$ cat src/rtl/rv_ctrl_pkg.sv
// rv_ctrl_pkg: shared state codes, opcodes and ALU operation codes for RV control
package rv_ctrl_pkg;
  typedef enum logic [3:0] {
    S_IDLE     = 4'd0,
    S_FETCH    = 4'd1,
    S_DECODE   = 4'd2,
    S_EX_R     = 4'd3,
    S_EX_I     = 4'd4,
    S_WB_ALU   = 4'd5,
    S_WB_LUI   = 4'd6,
    S_MEM_ADDR = 4'd7,
    S_MEM_RD   = 4'd8,
    S_MEM_WB   = 4'd9,
    S_MEM_WR   = 4'd10,
    S_BRANCH   = 4'd11,
    S_JAL      = 4'd12,
    S_TRAP     = 4'd13
  } state_t;
  localparam logic [6:0] OP_R      = 7'b0110011;
  localparam logic [6:0] OP_I      = 7'b0010011;
  localparam logic [6:0] OP_LUI    = 7'b0110111;
  localparam logic [6:0] OP_LOAD   = 7'b0000011;
  localparam logic [6:0] OP_STORE  = 7'b0100011;
  localparam logic [6:0] OP_BRANCH = 7'b1100011;
  localparam logic [6:0] OP_JAL    = 7'b1101111;
  localparam logic [3:0] ALU_ADD = 4'b0000;
  localparam logic [3:0] ALU_SUB = 4'b1000;
endpackage

$ cat src/rtl/alu_op_dec.sv
// alu_op_dec: maps opcode/funct fields to the 4-bit ALU operation code
module alu_op_dec
  import rv_ctrl_pkg::*;
(
  input  logic [6:0] opcode,
  input  logic [2:0] funct3,
  input  logic       funct7_5,
  output logic [3:0] alu_op
);
  // funct7[5] selects SUB/SRA for R-type, but only SRAI among immediates
  assign alu_op = (opcode == OP_R || (opcode == OP_I && funct3 == 3'b101)) ? {funct7_5, funct3} :
                  (opcode == OP_I) ? {1'b0, funct3} : ALU_ADD;
endmodule

$ cat src/rtl/mc_ctrl_unit.sv
// mc_ctrl_unit: multicycle RV control FSM with registered Moore outputs
module mc_ctrl_unit
  import rv_ctrl_pkg::*;
#(
  parameter int ALU_OP_W = 4,
  parameter int MEM_WAIT = 1,
  parameter int EN_MEM   = 1
) (
  input  logic                clk,
  input  logic                rst_n,
  input  logic [6:0]          opcode,
  input  logic [2:0]          funct3,
  input  logic [6:0]          funct7,
  input  logic                zero,
  input  logic                mem_ready,
  output logic [ALU_OP_W-1:0] ALU_OP,
  output logic                rs2_imm_s,
  output logic [1:0]          w_data_s,
  output logic [1:0]          pc_s,
  output logic                Reg_Write,
  output logic                IR_Write,
  output logic                PC_Write,
  output logic                Mem_Read,
  output logic                Mem_Write,
  output logic                illegal,
  output logic [3:0]          state
);
  state_t st, nxt;
  logic armed, is_ld, mem_done, is_mem, br_ok, unused_f7;
  logic [3:0] dec_op;
  assign state = st;
  assign unused_f7 = ^{funct7[6], funct7[4:0]};
  assign mem_done = (MEM_WAIT == 0) || mem_ready;
  assign is_mem = (EN_MEM != 0) && (opcode == OP_LOAD || opcode == OP_STORE);
  assign br_ok = funct3[2:1] == 2'b00;
  alu_op_dec u_dec (
    .opcode   (opcode),
    .funct3   (funct3),
    .funct7_5 (funct7[5]),
    .alu_op   (dec_op)
  );
  // next-state selection; IDLE waits one armed cycle so FETCH lands on the second edge
  always_comb begin
    nxt = st;
    unique case (st)
      S_IDLE:     nxt = armed ? S_FETCH : S_IDLE;
      S_FETCH:    nxt = S_DECODE;
      S_DECODE:   nxt = opcode == OP_R ? S_EX_R :
                        opcode == OP_I ? S_EX_I :
                        opcode == OP_LUI ? S_WB_LUI :
                        is_mem ? S_MEM_ADDR :
                        (opcode == OP_BRANCH && br_ok) ? S_BRANCH :
                        opcode == OP_JAL ? S_JAL : S_TRAP;
      S_EX_R,
      S_EX_I:     nxt = S_WB_ALU;
      S_MEM_ADDR: nxt = is_ld ? S_MEM_RD : S_MEM_WR;
      S_MEM_RD:   nxt = mem_done ? S_MEM_WB : S_MEM_RD;
      S_MEM_WR:   nxt = mem_done ? S_FETCH : S_MEM_WR;
      S_TRAP:     nxt = S_TRAP;
      default:    nxt = S_FETCH;
    endcase
  end
  // state and outputs registered together, outputs describing the state being entered
  always_ff @(posedge clk or negedge rst_n) begin
    if (!rst_n) begin
      st        <= S_IDLE;
      armed     <= 1'b0;
      is_ld     <= 1'b0;
      ALU_OP    <= '0;
      rs2_imm_s <= 1'b0;
      w_data_s  <= 2'b00;
      pc_s      <= 2'b00;
      Reg_Write <= 1'b0;
      IR_Write  <= 1'b0;
      PC_Write  <= 1'b0;
      Mem_Read  <= 1'b0;
      Mem_Write <= 1'b0;
      illegal   <= 1'b0;
    end else begin
      st        <= nxt;
      armed     <= 1'b1;
      is_ld     <= (st == S_DECODE) ? (opcode == OP_LOAD) : is_ld;
      ALU_OP    <= ALU_OP_W'((nxt == S_EX_R || nxt == S_EX_I) ? dec_op :
                             nxt == S_WB_ALU ? ALU_OP[3:0] :
                             nxt == S_BRANCH ? ALU_SUB : ALU_ADD);
      rs2_imm_s <= nxt == S_EX_I || nxt == S_MEM_ADDR || (nxt == S_WB_ALU && rs2_imm_s);
      w_data_s  <= nxt == S_WB_LUI ? 2'b01 : nxt == S_MEM_WB ? 2'b10 : nxt == S_JAL ? 2'b11 : 2'b00;
      pc_s      <= nxt == S_BRANCH ? 2'b01 : nxt == S_JAL ? 2'b10 : 2'b00;
      Reg_Write <= nxt inside {S_WB_ALU, S_WB_LUI, S_MEM_WB, S_JAL};
      IR_Write  <= nxt == S_FETCH;
      PC_Write  <= nxt == S_FETCH || nxt == S_JAL || (nxt == S_BRANCH && (funct3[0] ? !zero : zero));
      Mem_Read  <= nxt == S_MEM_RD;
      Mem_Write <= nxt == S_MEM_WR;
      illegal   <= illegal || nxt == S_TRAP;
    end
  end
endmodule

$ cat config.mk
export PLATFORM = sky130hd
export DESIGN_NAME = mc_ctrl_unit
export DESIGN_NICKNAME = d
export VERILOG_FILES = /design/src/rtl/rv_ctrl_pkg.sv /design/src/rtl/alu_op_dec.sv /design/src/rtl/mc_ctrl_unit.sv
export SDC_FILE = /design/constraint.sdc
export NUM_CORES = 1
export LEC_CHECK = 0
export CAP_MARGIN = 40
export CORE_MARGIN = 2
export CORE_UTILIZATION = 48
export CTS_CLUSTER_DIAMETER = 100
export DETAILED_ROUTE_END_ITERATION = 8
export GPL_TIMING_DRIVEN = 0
export PLACE_DENSITY_LB_ADDON = 0.25
export SLEW_MARGIN = 25
export SYNTH_ARGS = -nofsm -noshare
export SYNTH_HDL_FRONTEND = slang
export SYNTH_HIERARCHICAL = 1
export SYNTH_SLANG_ARGS = --single-unit
$ cat constraint.sdc
create_clock -name clk -period 5.07 [get_ports clk]
set_input_delay 1.014 -clock clk [delete_from_list [all_inputs] [get_ports clk]]
set_output_delay 1.014 -clock clk [all_outputs]
set_load 0.02 [all_outputs]
# ---- Yosys cells after proc, flatten, opt, wreduce, memory -nomap -nowiden
# Cells that the tools add are included.
dict set report word_totals {
  register_bits 21
  wordCells 81
}
dict set report classes {
  n_eq_ne 29
  reduce_logical 17
  mux 22
}
# cell n
set ops {}
lappend ops {{equality test 4 bit, second input constant} 9}
lappend ops {{2-to-1 mux 4 bit} 9}
lappend ops {{one-hot mux 4 bit (8 select lines)} 1}
lappend ops {{equality test 4 x 3 -> 1 bit, second input constant} 6}
lappend ops {{equality test 7 x 6 -> 1 bit, second input constant} 3}
lappend ops {{equality test 7 bit, second input constant} 2}
lappend ops {{equality test 4 x 2 -> 1 bit, second input constant} 3}
lappend ops {{2-to-1 mux 2 bit} 6}
lappend ops {{equality test 4 x 1 -> 1 bit, second input constant} 2}
lappend ops {{logical OR 1 bit} 8}
lappend ops {{equality test 7 x 2 -> 1 bit, second input constant} 1}
lappend ops {{equality test 7 x 5 -> 1 bit, second input constant} 1}
lappend ops {{2-to-1 mux 3 bit} 2}
lappend ops {{logical AND 1 bit} 4}
lappend ops {{zero test 4 bit} 1}
lappend ops {{2-to-1 mux 1 bit} 4}
lappend ops {{nonzero test 4 bit} 1}
lappend ops {{equality test 3 bit, second input constant} 1}
lappend ops {{zero test 2 bit} 1}
lappend ops {{inequality test 2 bit, second input constant} 1}
lappend ops {{OR reduction 2 bit} 1}
lappend ops {{zero test 1 bit} 1}

# ---- Depth between registers and ports, before layout
# Gate-level depths: netlist of run 1.
dict set report logic_depth {
  word_depth 12
  ltp_mapped 9
  mapped_depth_nobuf 7
}

# ---- By module
# Netlist of run 1, hierarchy kept.
# module cells_each seq_area_each_um2 area_per_inst_um2 n_inst
set modules_own_cells {}
lappend modules_own_cells {mc_ctrl_unit 109 525.5 1124.8 1}
lappend modules_own_cells {alu_op_dec 11 0.0 81.3 1}

# ---- Least setup slack after synthesis of run 1
# Ideal clock, no wire load.
dict set report synth_timing {
  path_type {input -> register}
  startpoint {input port opcode[3]}
  endpoint {register ALU_OP[3]}
  setup_time_ps 82
  arrival_time_ps 2537
  setup_slack_ps 2451
  stages 6
  cell_sequence {and4bb_2 a31oi_4 a221oi_2 nand2_1 or3_1 a31oi_1}
}
dict set report synth_via {
  elab_chain_cells 12
  elab_cells_between_ends 28
  classes_between {12 x eq/ne; 11 x mux; 5 x reduce/logical}
}
# item line
set synth_lines {}
lappend synth_lines {{start: declaration} mc_ctrl_unit.sv:11} ;# input logic [6:0] opcode,
lappend synth_lines {{equality test 7 bit, on equally long branches} {mc_ctrl_unit.sv:53, mc_ctrl_unit.sv:52}}
lappend synth_lines {{2-to-1 mux 1 bit or logical AND 1 bit (tied branches)} {mc_ctrl_unit.sv:53, mc_ctrl_unit.sv:52}}
lappend synth_lines {{2-to-1 mux 3 bit} mc_ctrl_unit.sv:52} ;# (opcode == OP_BRANCH && br_ok) ? S_BRANCH :
lappend synth_lines {{2-to-1 mux 4 bit} mc_ctrl_unit.sv:51} ;# is_mem ? S_MEM_ADDR :
lappend synth_lines {{2-to-1 mux 4 bit} mc_ctrl_unit.sv:50} ;# opcode == OP_LUI ? S_WB_LUI :
lappend synth_lines {{2-to-1 mux 4 bit} mc_ctrl_unit.sv:49} ;# opcode == OP_I ? S_EX_I :
lappend synth_lines {{2-to-1 mux 4 bit} mc_ctrl_unit.sv:48} ;# S_DECODE: nxt = opcode == OP_R ? S_EX_R :
lappend synth_lines {{one-hot mux 4 bit (8 select lines)} mc_ctrl_unit.sv:45} ;# unique case (st)
lappend synth_lines {{equality test 4 bit} mc_ctrl_unit.sv:85} ;# nxt == S_BRANCH ? ALU_SUB : ALU_ADD);
lappend synth_lines {{2-to-1 mux 4 bit} mc_ctrl_unit.sv:85}
lappend synth_lines {{2-to-1 mux 4 bit} mc_ctrl_unit.sv:84} ;# nxt == S_WB_ALU ? ALU_OP[3:0] :
lappend synth_lines {{2-to-1 mux 4 bit} mc_ctrl_unit.sv:83} ;# ALU_OP <= ALU_OP_W'((nxt == S_EX_R || nxt == S_EX_I) ? dec_op :
lappend synth_lines {{end signal: assignment} mc_ctrl_unit.sv:83}
lappend synth_lines {{end: declaration} mc_ctrl_unit.sv:16} ;# output logic [ALU_OP_W-1:0] ALU_OP,
# Several ways; a longest one is shown, not always the timed one. The select of a mux whose other input is x is not followed.
# A chain may end at the register's enable or synchronous reset.

# ---- Worst setup path after layout of run 1
dict set report layout_timing {
  startpoint {input port opcode[4]}
  endpoint {register ALU_OP[3]}
}
# The elaborated chain is that of the path after synthesis.

==> results of run 1 <==
worst register-to-register path, cell delays in order, from the launching register on:
cell	delay [ns]
dfrtp_1	0.39
buf_4	0.16
or4b_1	0.16
buf_2	0.17
a31oi_4	0.05
a221oi_2	0.58
nand2_1	0.22
or3_1	0.36
a31oi_1	0.16
per-layer routing:
metal | part of all wire, % | vias up
li1 | - | 516
met1 | 45 | 499
met4 | 0.79 | 0
met5 | 0 | -
met2 | 49 | 27
met3 | 5.7 | 2
power by group through the flow:
stage | sequential, mW | clock [mW] | combinational [mW]
after CTS | 0.233 | 0.0799 | 0.496
after floorplan | 0.283 | 0 | 0.285
final | 0.233 | 0.0754 | 0.494
after global placement | 0.235 | 0 | 0.483
after global routing | 0.239 | 0.0857 | 0.540
after detailed placement | 0.237 | 0 | 0.493
logic make-up after synthesis:
logic type | share of synthesized area [%]
DFF | 43.6
other | 0.311
and+or+nand+nor | 24.9
AOI/OAI and AO/OA | 22.6
xor gates and xnor gates | 2.90
buffers and inverters | 5.71
metrics by stage:
| stage | std cells | area (um^2) | utilization, % | power [mW] |
|---|---|---|---|---|
| global placement | 183 | 1570 | 64.7 | 0.718 |
| floorplan | 120 | 1210 | - | 0.569 |
| detailed placement | 184 | 1590 | 65.3 | 0.729 |
| CTS | 188 | 1620 | 66.4 | 0.809 |
| global route | 188 | 1620 | 66.4 | 0.865 |
| finish | 188 | 1620 | 66.4 | 0.803 |
placed cells by master, fill, tap and decap left out, types with 3 or more instances in the layout:
| cell | instances |
|---|---|
| clkbuf_4 | 3 |
| inv_1 | 10 |
| nor2_1 | 7 |
| xnor2_1 | 4 |
| dfrtp_1 | 21 |
| buf_2 | 4 |
| a22o_2 | 3 |
| nand2_1 | 9 |
| nor4b_1 | 3 |
| o21ai_0 | 7 |
| nor3_1 | 6 |
| clkdlybuf4s50_1 | 33 |
worst max-delay path by stage:
stage | to | depth (start not counted) | startpoint
5_1_grt | ALU_OP[3]$_DFFE_PN0P_ | 7 | opcode[4]
3_5_place_dp | ALU_OP[3]$_DFFE_PN0P_ | 7 | opcode[4]
4_1_cts | ALU_OP[3]$_DFFE_PN0P_ | 7 | opcode[4]
2_1_floorplan | ALU_OP[3]$_DFFE_PN0P_ | 6 | opcode[3]
6_report | ALU_OP[3]$_DFFE_PN0P_ | 7 | opcode[4]
3_3_place_gp | ALU_OP[3]$_DFFE_PN0P_ | 7 | opcode[4]
flip-flops by register name (all words and copies together) (netlist names):
| register | flops |
|---|---|
| PC_Write | 1 |
| w_data_s | 2 |
| Reg_Write | 1 |
| Mem_Write | 1 |
| Mem_Read | 1 |
| illegal | 1 |
| ALU_OP | 4 |
| IR_Write | 1 |
| is_ld | 1 |
| state | 4 |
| rs2_imm_s | 1 |
| armed | 1 |
| pc_s | 2 |
final cells by class:
| cell class | instances | area share [%] |
|---|---|---|
| inverters | 11 | 2.56 |
| repair buffers | 34 | 21.4 |
| well taps | 30 | 2.32 |
| plain buffers | 5 | 1.70 |
| multi-input cells | 83 | 37.9 |
| flip-flops and latches | 21 | 32.5 |
| clock buffers | 4 | 1.63 |
==> results.json, run 1 <==
{
  "place.port_buffers": 33,
  "diodes": 0,
  "p_switching_uw": 350,
  "ir_drop_v": 0.000443,
  "async_flop_share_pct": 100,
  "hp-start": "illegal$_DFF_PN0_",
  "cts_setup_buffers": 0,
  "cts_resized": 0,
  "grt_use_total_pct": 20.2,
  "synthCells": 120,
  "drt_iter0_drc": 19,
  "worst_slew_pin_slew_ns": 0.617,
  "setup.worst_path.start_class": "input pin",
  "initial_utilization_pct": 49.6,
  "ff2ff_setup_slack_ns": 2.75,
  "synth_area_leaders": "dfrtp_1 (44%), inv_1 (3.1%), o21ai_0 (2.9%), xnor2_1 (2.9%), nand2_1 (2.8%)",
  "via_per_inst": 5.55,
  "grt_use_met1_pct": 25.3,
  "cp_num_buf_inv": 1,
  "fillers": 226,
  "fin_crit_sh_pct": 62.4,
  "grt_pass1_wl_mm": 4.17,
  "drtPass1Iterations": 4,
  "top_usage_layer": "met2",
  "ys_seq_area_share_pct": 43.6,
  "finalMaxSlewViolations": 0,
  "grt_pass1_vias": 953,
  "synth.cells.most_frequent": "dfrtp_1 (21), inv_1 (10), nand2_1 (9), nor2_1 (7), o21ai_0 (7)",
  "synth_top_area_share_pct": 43.6,
  "max-slew-margin-rel_pct": 58.8,
  "p_clk_share_pct": 9.4,
  "syn2layout_area_growth_pct": 33.9,
  "period_needed_ns": 3.16,
  "num_rows": 18,
  "critPathMaxFanout": 8,
  "seq_area_um2": 526,
  "grt_start_max_net_pins": 14,
  "gr-usage-met2_pct": 33.9,
  "synth_nets": 141,
  "final_hold_viol_count": 0,
  "synthDistinctLibCells": 48,
  "post-dp-hpwl_mm": 2.08,
  "met3_usage_pct": 5.83,
  "antenna_found_initial": 0,
  "clock.fmax_mhz": 316,
  "finalSetupTns_ns": 0,
  "required_ns": 5.30,
  "overflow": 0,
  "pre_cts_ws_ns": 1.58,
  "hold_end": "illegal$_DFF_PN0_",
  "cp_cell_sequence": "clkdlybuf4s50_1 -> nor3b_2 -> o21ai_0 -> a221oi_2 -> nand2_1 -> or3_1 -> a31oi_1",
  "finClkSkew_ns": 0.00384,
  "setup_violations": 0,
  "intPower_uw": 453,
  "p_seq_share_pct": 29.0,
  "p_sw_share_pct": 43.6,
  "synth_edf_count": 0,
  "p_comb_share_pct": 61.6,
  "cts.hold.buffers_added": 0,
  "crit_path_end_kind": "flop",
  "core_area_um2": 2430,
  "r2r_start": "state[1]$_DFF_PN0_",
  "synth_seq_cells": 21,
  "arrival_ns": 3.39,
  "leakage_nw": 0.699,
  "vias": 1044,
  "cts_tree": "yes",
  "die_x_um": 54.1,
  "io_pins": 40,
  "drt-total-wl_mm": 2.65,
  "clk_latency_ns": 0.29,
  "drv_cap": 0,
  "yosys_warnings": 6,
  "max_stage_delay_ns": 0.62,
  "post_drt_wl_per_cell_um": 14.1,
  "cts-root-buf": "clkbuf_4",
  "syn_area_um2": 1210,
  "worst_slack_ns": 1.91,
  "status": "finished clean",
  "cp_top_family": "compound AO/OA/AOI/OAI gates",
  "criticalPathCategory": "input pin to flop",
  "layout-drive-gt1-share_pct": 15.8,
  "multi_input_area_um2": 612,
  "nets": 180,
  "slowest_stage": "clkdlybuf4s50_1",
  "yosysMostFrequentCell": "dfrtp_1",
  "clk_path_buf_depth": 2,
  "hold_class": "flop to flop",
  "syn_avg_cell_area_um2": 10.1,
  "cts_sinks": 21,
  "dieArea_um2": 2930,
  "worstRegToRegCells": 8,
  "cts_buffers": 3,
  "place_congestion": 0.824,
  "antenna_left": 0,
  "hold_depth": 1,
  "cts.clk_slew.worst_paths_ns": 0.10,
  "die_y_um": 54.1,
  "whs_ns": 0.497,
  "cts_max_level": 1,
  "yosys_most_used_dff": "dfrtp_1",
  "synth_top_cell_by_area": "dfrtp_1",
  "p_per_area_nw_per_um2": 497,
  "grt_setup_unrepaired": "no",
  "drc_errors": 0,
  "r2r_end": "ALU_OP[3]$_DFFE_PN0P_"
}
(Power assumes the default switching activity.)
==> inputs of run 2 (changes only) <==
Settings changed: CORE_UTILIZATION 48 to 45.
Clock period 5.07 ns to 3 ns, I/O delays scaled along.
==> run 2 against run 1 <==
Combinational power grew 68%. Clock skew shrank 0.0015 ns. Global-route usage shrank 1.6 points. Sequential share of layout area shrank 0.075 points. Worst setup slack lost 1.7 ns. Via count shrank 0.19%. Critical endpoint unchanged.
==> results.json, run 2 (synthesis gave the netlist of run 1 again) <==
{
  "max-slew-margin-rel_pct": 59.6,
  "criticalPathCategory": "input pin to flop",
  "io_pins": 40,
  "ir_drop_v": 0.000658,
  "critPathMaxFanout": 8,
  "cts_resized": 0,
  "antenna_found_initial": 0,
  "arrival_ns": 3.02,
  "drt-total-wl_mm": 2.74,
  "setup.worst_path.start_class": "input pin",
  "worst_slack_ns": 0.219,
  "clk_path_buf_depth": 2,
  "dieArea_um2": 3110,
  "grt_pass1_vias": 1033,
  "hold_class": "flop to flop",
  "grt_use_total_pct": 18.6,
  "p_comb_share_pct": 60.5,
  "grt_start_max_net_pins": 16,
  "core_area_um2": 2500,
  "cts_setup_buffers": 0,
  "initial_utilization_pct": 48.2,
  "place_area_um2": 1590,
  "r2r_end": "ALU_OP[3]$_DFFE_PN0P_",
  "place.port_buffers": 33,
  "final_cell_mix": "clkdlybuf4s50_1 (33), dfrtp_1 (21), inv_1 (10)",
  "hold_end": "illegal$_DFF_PN0_",
  "p_per_area_nw_per_um2": 844,
  "p_clk_share_pct": 10.5,
  "leakage_nw": 0.698,
  "multi_input_area_um2": 612,
  "cp_top_family": "compound AO/OA/AOI/OAI gates",
  "cp_cell_sequence": "clkdlybuf4s50_1 -> nor3b_2 -> o21ai_0 -> a221oi_2 -> nand2_1 -> or3_1 -> a31oi_1",
  "clk_latency_ns": 0.31,
  "ff2ff_setup_slack_ns": 0.63,
  "hp-start": "illegal$_DFF_PN0_",
  "grt_setup_unrepaired": "no",
  "slowest_stage": "clkdlybuf4s50_1",
  "dp_cells": 184,
  "required_ns": 3.23,
  "worst_slew_pin_slew_ns": 0.606,
  "drtPass1Iterations": 4,
  "p_sw_share_pct": 44.1,
  "hold_depth": 1,
  "num_rows": 18,
  "p_switching_uw": 603,
  "overflow": 0,
  "fin_area_um2": 1620,
  "cts_buffers": 3,
  "status": "finished clean",
  "fin_crit_sh_pct": 92.7,
  "cp_num_buf_inv": 1,
  "nets": 180,
  "die_x_um": 55.8,
  "seq_area_um2": 526,
  "crit_path_end_kind": "flop",
  "drc_errors": 0,
  "diodes": 0,
  "cts.hold.buffers_added": 0,
  "layout-drive-gt1-share_pct": 16.5,
  "setup_violations": 0,
  "drt_iter0_drc": 17,
  "layout_commonest_cell": "clkdlybuf4s50_1",
  "cts_tree": "yes",
  "r2r_start": "state[1]$_DFF_PN0_",
  "pre_cts_ws_ns": -0.0774,
  "final_hold_viol_count": 0,
  "grt_pass1_wl_mm": 4.62,
  "post_drt_wl_per_cell_um": 14.6,
  "cts.clk_slew.worst_paths_ns": 0.13,
  "period_needed_ns": 2.78,
  "syn2layout_area_growth_pct": 34.2,
  "fillers": 203,
  "cts_max_level": 1,
  "via_per_inst": 5.54,
  "worstRegToRegCells": 8,
  "clock.fmax_mhz": 360,
  "max_stage_delay_ns": 0.63,
  "cts-root-buf": "clkbuf_4",
  "cts_sinks": 21,
  "drv_cap": 0,
  "vias": 1042,
  "intPower_uw": 764,
  "finClkSkew_ns": 0.00236,
  "finalMaxSlewViolations": 0,
  "die_y_um": 55.8,
  "place_congestion": 0.860,
  "antenna_left": 0,
  "instances_no_fill": 188,
  "post-dp-hpwl_mm": 2.07,
  "p_seq_share_pct": 28.9
}
## run 2: per-stage QoR
step                      hold WS (ns)  utilization (%)  TNS [ns]  total power, mW
final                            0.483             64.8         0             1.37
after global routing             0.516             64.8         0             1.46
after CTS                        0.482             64.8         0             1.37
after detailed placement         0.452             63.6   -0.0774             1.22
after global placement           0.453             63.0   -0.0388             1.21
after floorplan                  0.304                -         0            0.961
## run 2: layer usage
metal,track usage (%),vias up,share of wire (%)
met5,0,-,0
li1,-,517,-
met2,29.4,23,48
met4,7.32,0,1.2
met1,24.9,498,47
met3,3.72,4,3.9
## run 2: area by class of cell
cell class | count | area share (%)
Buffer | 5 | 1.70
Timing Repair Buffer | 34 | 21.3
Inverter | 11 | 2.55
Tap cell | 30 | 2.32
Sequential cell | 21 | 32.5
Clock inverter | 1 | 0.464
Clock buffer | 3 | 1.39
Multi-Input combinational cell | 83 | 37.8
## run 2: power by group through the flow
stage	sequential (mW)	clock [mW]	combinational [mW]
final	0.395	0.144	0.828
after CTS	0.396	0.151	0.826
after global routing	0.406	0.161	0.894
after global placement	0.398	0	0.811
after floorplan	0.479	0	0.482
after detailed placement	0.401	0	0.821
## run 2: worst max-delay path by stage
stage | endpoint | start | depth (start not counted) | slack [ns]
after CTS | ALU_OP[3]$_DFFE_PN0P_ | opcode[4] | 7 | 0.23
final | ALU_OP[3]$_DFFE_PN0P_ | opcode[4] | 7 | 0.22
after floorplan | illegal$_DFF_PN0_ | state[1]$_DFF_PN0_ | 9 | 0.78
after global placement | ALU_OP[3]$_DFFE_PN0P_ | opcode[4] | 7 | -0.04
after global routing | ALU_OP[3]$_DFFE_PN0P_ | opcode[4] | 7 | 0.07
after detailed placement | ALU_OP[3]$_DFFE_PN0P_ | opcode[4] | 7 | -0.08
